### src/rtl/aer_frame_decoder.sv
// Decoder for 4-phase return-to-zero AER token frames (Fs, address, X0, direction, Fe).
// Synchronises the raw tokens, acknowledges them one at a time and pulses a per-channel up/down event per valid frame.
module aer_frame_decoder #(
  parameter int NUM_CH      = 2,
  parameter int ADDR_W      = 1,
  parameter int SYNC_STAGES = 2,
  parameter int CNT_W       = 16
) (
  input  logic              clk,
  input  logic              reset,
  input  logic              Fs,
  input  logic              X0,
  input  logic              Zero,
  input  logic              One,
  input  logic              Fe,
  output logic              Fs_ack,
  output logic              X0_ack,
  output logic              Zero_ack,
  output logic              One_ack,
  output logic              Fe_ack,
  output logic [NUM_CH-1:0] ch_up,
  output logic [NUM_CH-1:0] ch_down,
  output logic              frame_err,
  output logic [CNT_W-1:0]  frame_cnt,
  output logic [2:0]        state_dbg
);

  localparam int BCW = $clog2(ADDR_W + 1);
  localparam int T_FS = 0, T_X0 = 1, T_ZERO = 2, T_ONE = 3, T_FE = 4;

  typedef enum logic [2:0] {
    IDLE  = 3'd0,
    ADDR  = 3'd1,
    SEP   = 3'd2,
    DIR   = 3'd3,
    END   = 3'd4,
    DRAIN = 3'd5
  } state_t;

  state_t              state_q, state_d;
  logic [4:0]          sync_q [SYNC_STAGES];
  logic [4:0]          ack_q, ack_d;
  logic [ADDR_W-1:0]   addr_q, addr_d;
  logic [BCW-1:0]      bcnt_q, bcnt_d;
  logic                dir_q, dir_d;
  logic [NUM_CH-1:0]   up_q, up_d, down_q, down_d;
  logic                err_q, err_d;
  logic [CNT_W-1:0]    cnt_q, cnt_d;
  logic [4:0]          raw, tok;
  logic                tok_single, tok_multi, tok_bit;

  assign raw = {Fe, One, Zero, X0, Fs};
  assign tok = sync_q[SYNC_STAGES-1];

  always_ff @(posedge clk or negedge reset) begin
    if (!reset) begin
      for (int i = 0; i < SYNC_STAGES; i++) sync_q[i] <= '0;
    end else begin
      sync_q[0] <= raw;
      for (int i = 1; i < SYNC_STAGES; i++) sync_q[i] <= sync_q[i-1];
    end
  end

  assign tok_multi  = (tok & (tok - 5'd1)) != 5'd0;
  assign tok_single = (tok != 5'd0) && !tok_multi;
  assign tok_bit    = tok[T_ZERO] | tok[T_ONE];

  // Handshake: a token is taken only when exactly one synchronised token is high and
  // every ack is low; its ack then holds until all synchronised tokens are low again.
  always_comb begin
    state_d = state_q;
    ack_d   = ack_q;
    addr_d  = addr_q;
    bcnt_d  = bcnt_q;
    dir_d   = dir_q;
    up_d    = '0;
    down_d  = '0;
    err_d   = 1'b0;
    cnt_d   = cnt_q;
    if (ack_q != 5'd0) begin
      if (tok == 5'd0) ack_d = '0;
    end else if (tok_multi) begin
      err_d   = 1'b1;
      state_d = DRAIN;
    end else if (tok_single) begin
      ack_d = tok;
      if (tok[T_FS]) begin
        // A restart from DRAIN is silent; the error was already reported on entry.
        err_d   = (state_q != IDLE) && (state_q != DRAIN);
        state_d = ADDR;
        addr_d  = '0;
        bcnt_d  = '0;
      end else begin
        unique case (state_q)
          IDLE: begin
            err_d   = 1'b1;
            state_d = DRAIN;
          end
          ADDR: begin
            if (tok_bit) begin
              addr_d = ADDR_W'({addr_q, tok[T_ONE]});
              bcnt_d = bcnt_q + BCW'(1);
              if (bcnt_q == BCW'(ADDR_W - 1)) state_d = SEP;
            end else begin
              err_d   = 1'b1;
              state_d = DRAIN;
            end
          end
          SEP: begin
            if (tok[T_X0]) state_d = DIR;
            else begin
              err_d   = 1'b1;
              state_d = DRAIN;
            end
          end
          DIR: begin
            if (tok_bit) begin
              dir_d   = tok[T_ONE];
              state_d = END;
            end else begin
              err_d   = 1'b1;
              state_d = DRAIN;
            end
          end
          END: begin
            if (tok[T_FE]) begin
              state_d = IDLE;
              if (int'(addr_q) < NUM_CH) begin
                if (dir_q) up_d = NUM_CH'(1) << addr_q;
                else       down_d = NUM_CH'(1) << addr_q;
                cnt_d = cnt_q + CNT_W'(1);
              end else begin
                err_d = 1'b1;
              end
            end else begin
              err_d   = 1'b1;
              state_d = DRAIN;
            end
          end
          DRAIN: begin
            if (tok[T_FE]) state_d = IDLE;
          end
          default: state_d = IDLE;
        endcase
      end
    end
  end

  always_ff @(posedge clk or negedge reset) begin
    if (!reset) begin
      state_q <= IDLE;
      ack_q   <= '0;
      addr_q  <= '0;
      bcnt_q  <= '0;
      dir_q   <= 1'b0;
      up_q    <= '0;
      down_q  <= '0;
      err_q   <= 1'b0;
      cnt_q   <= '0;
    end else begin
      state_q <= state_d;
      ack_q   <= ack_d;
      addr_q  <= addr_d;
      bcnt_q  <= bcnt_d;
      dir_q   <= dir_d;
      up_q    <= up_d;
      down_q  <= down_d;
      err_q   <= err_d;
      cnt_q   <= cnt_d;
    end
  end

  assign Fs_ack    = ack_q[T_FS];
  assign X0_ack    = ack_q[T_X0];
  assign Zero_ack  = ack_q[T_ZERO];
  assign One_ack   = ack_q[T_ONE];
  assign Fe_ack    = ack_q[T_FE];
  assign ch_up     = up_q;
  assign ch_down   = down_q;
  assign frame_err = err_q;
  assign frame_cnt = cnt_q;
  assign state_dbg = state_q;

endmodule

### config.mk
export PLATFORM = sky130hd
export DESIGN_NAME = aer_frame_decoder
export DESIGN_NICKNAME = d
export VERILOG_FILES = /design/src/rtl/aer_frame_decoder.sv
export SDC_FILE = /design/constraint.sdc
export NUM_CORES = 1
export LEC_CHECK = 0
export ABC_AREA = 1
export CAP_MARGIN = 40
export CORE_UTILIZATION = 43
export DETAILED_ROUTE_END_ITERATION = 10
export PLACE_DENSITY = 0.69
export SYNTH_ARGS = -nofsm -noshare
export SYNTH_HDL_FRONTEND = slang
export SYNTH_SLANG_ARGS = --single-unit
### constraint.sdc
create_clock -name clk -period 3.6 [get_ports clk]
set_input_delay 0.72 -clock clk [delete_from_list [all_inputs] [get_ports clk]]
set_output_delay 0.72 -clock clk [all_outputs]
set_load 0.005 [all_outputs]
==> results_dict.tcl <==
set metrics [dict create \
    ys_ff_latch 42 \
    yosysWarningCount 0 \
    place_hpwl_mm 3.29 \
    r2r-end "frame_cnt[11]" \
    synth.yosys.seq_area_share_pct 47.6 \
    synth_top_area_cell "dfrtp_1" \
    fin_area_um2 2760 \
    synth_nets 297 \
    gp_congestion 0.893 \
    cp_slowest_cell "clkdlybuf4s50_1" \
    die_area_um2 5420 \
    cts_hold_buf 0 \
    first_pass_iters 4 \
    htree_levels 2 \
    tns_ns 0 \
    setup_viol_count_final 0 \
    n_antenna_cell 0 \
    holdCritPathClass "input port to asynchronous set/reset pin" \
    startpoint_type "register" \
    nets 336 \
    pin_count 36 \
    worstPathMaxFanout 11 \
    crit_chain "clkdlybuf4s50_1" \
    cts_tree "yes" \
    synth_fa_ha_area_share_pct 0.567 \
    chipWidth_um 73.6 \
    yosys.area.top_type_share_pct 47.6 \
    required_ns 2.88 \
    dr_total_vias 1949 \
    end_kind "output port" \
    place_area_um2 2620 \
    syn_area_per_cell_um2 7.64 \
    instances_no_fill 396 \
    crit_arrival_ns 1.40 \
    cts_sinks 42 \
    clk_pin_slew_ns 0.09 \
    fillers 459 \
    grt_pass1_wl_mm 7.60 \
    grt_pass1_vias 1651 \
    p_total_uw 1400 \
    ir_drop_mv 0.253 \
    wire_per_inst_um 11.5 \
    synth_flop_cell "dfrtp_1" \
    drcViolationCount 0 \
    drt_iter0_drc 139 \
    criticalPathCategory "register to output port" \
    crit_family "buffers and inverters" \
    worstSkewPairLatency_ns 0.29 \
    antenna_found_initial 0 \
    ys_types 22 \
    post-route-period-util_pct 59.0 \
    worst_pin_slew_ns 0.763 \
    cts_resized 0 \
    grt_max_degree 31 \
    grt_util_all_layers_pct 18.6 \
    fin_skew_ns 0.00953 \
    hold_violations 0 \
    synth_area_um2 2210 \
    synth_compound_area_share_pct 3.17 \
    max_stage_delay_ns 0.57 \
    ant_nets 0 \
    avgViaCountPerCell 4.92 \
    syn_inst 289 \
    min_period_ns 2.12 \
    timing.critical_path.buf_inv 1 \
    relSlewSlack_pct 48.9 \
    r2r_slack_ns 1.53 \
    r2r-start "tok[3]" \
    numPortBuffers 35 \
    die_h_um 73.6 \
    power.leakage_uw 0.00132 \
    slew_violations 0 \
    async_reset_ff_share_pct 100 \
    p_per_area_nw_per_um2 508 \
    cts_setup_buffers 0 \
    cts_max_path_buffers 2 \
    synth_top_family_by_area "simple AND/OR/NAND/NOR gates" \
    initial_core_util_pct 45.8 \
    final_core_util_pct 57.4 \
    synth-xor-area-share_pct 3.17 \
    core_um2 4820 \
    rr_worst_depth 8 \
    yosys.area_share.simple_pct 40.3 \
    areaGrowthSynthToFinish_pct 25.2 \
    synth_edf_count 0 \
    maxCapViolCount 0 \
    synthMuxAreaShare_pct 0 \
    rows 25 \
    routed_wl_mm 4.56 \
    cts_buffers 5 \
    fmax_mhz 471 \
    status "finished clean" \
    synthTopCellsByCount "nand2_1 (103), dfrtp_1 (42), nand3_1 (39), nor2_1 (33), inv_1 (21)" \
    placedCellCount 388 \
    netlist_top_cells_area "dfrtp_1 (48%), nand2_1 (18%), nand3_1 (8.8%)" \
    yosysMostFrequentCell "nand2_1" \
    clockRootBuffer "clkbuf_8" \
    overflow 0 \
    drive_gt1_share_pct 6.38 \
    rsz0062_at_grt "false" \
]
[sequential cells by signal, indices dropped and copies added (netlist names)]
name,count
ack_q,5
addr_q,1
state_dbg,3
ch_up,2
tok,5
frame_err,1
frame_cnt,16
dir_q,1
sync_q,5
bcnt_q,1
ch_down,2
[cells by family (layout without fill, tap and decap cells)]
logic type,count (synthesis),count (layout)
AOI/OAI and AO/OA,14,14
adders and majority gates,1,1
and+or+nand+nor,199,199
xor gates and xnor gates,8,8
DFF,42,42
buffers and inverters,25,65
[stage by stage]
step / worst slack [ns] / hold slack [ns]
final: 1.48 / 0.312
after global routing: 1.37 / 0.327
after CTS: 1.47 / 0.315
after detailed placement: 1.56 / 0.336
after global placement: 1.58 / 0.331
after floorplan: 2.02 / 0.331
[area by class of cell]
cell class / count / area (um2) / share of cell area [%]
well taps: 67 / 83.8 / 3.03
flip-flops and latches: 42 / 1050 / 38.0
multi-input cells: 222 / 1040 / 37.7
clock buffers: 6 / 82.6 / 2.99
inverters: 21 / 78.8 / 2.85
repair buffers: 36 / 365 / 13.2
clock inverters: 2 / 60.1 / 2.17
[layer usage]
metal	vias up	wire length, um	GRT usage, %	share of wire [%]
met1	888	2280	27.2	50
met5	-	0	0	0
met2	46	2010	27.5	44
met3	4	210	4.12	4.6
met4	0	52	5.34	1.1
li1	1011	-	-	-
[report_power, final]
group / total [uW] / switching (uW) / internal [uW]
Combinational: 359 / 203 / 156
Clock: 458 / 162 / 296
Sequential: 587 / 58.5 / 529
Total: 1400 / 424 / 980
[layout by cell type (no fill, tap or decap), types with 3 or more instances in the layout]
master / n
a21oi_1: 3
clkbuf_8: 6
clkdlybuf4s50_1: 34
dfrtp_1: 42
inv_1: 21
nand2_1: 103
nand2_4: 3
nand3_1: 39
nand4_1: 8
nor2_1: 33
nor3_1: 3
o21ai_0: 11
xnor2_1: 5
xor2_1: 3
[how the worst max path moves through the flow]
stage	from	endpoint	depth (start not counted)
2_1_floorplan	tok[3]	frame_cnt[11]	9
3_3_place_gp	tok[3]	frame_cnt[10]	8
3_5_place_dp	tok[3]	frame_cnt[6]	8
4_1_cts	state_dbg[1]	state_dbg[1]	1
5_1_grt	tok[0]	frame_cnt[15]	8
6_report	state_dbg[1]	state_dbg[1]	1
No activity file was read; power rests on OpenSTA's default activity.
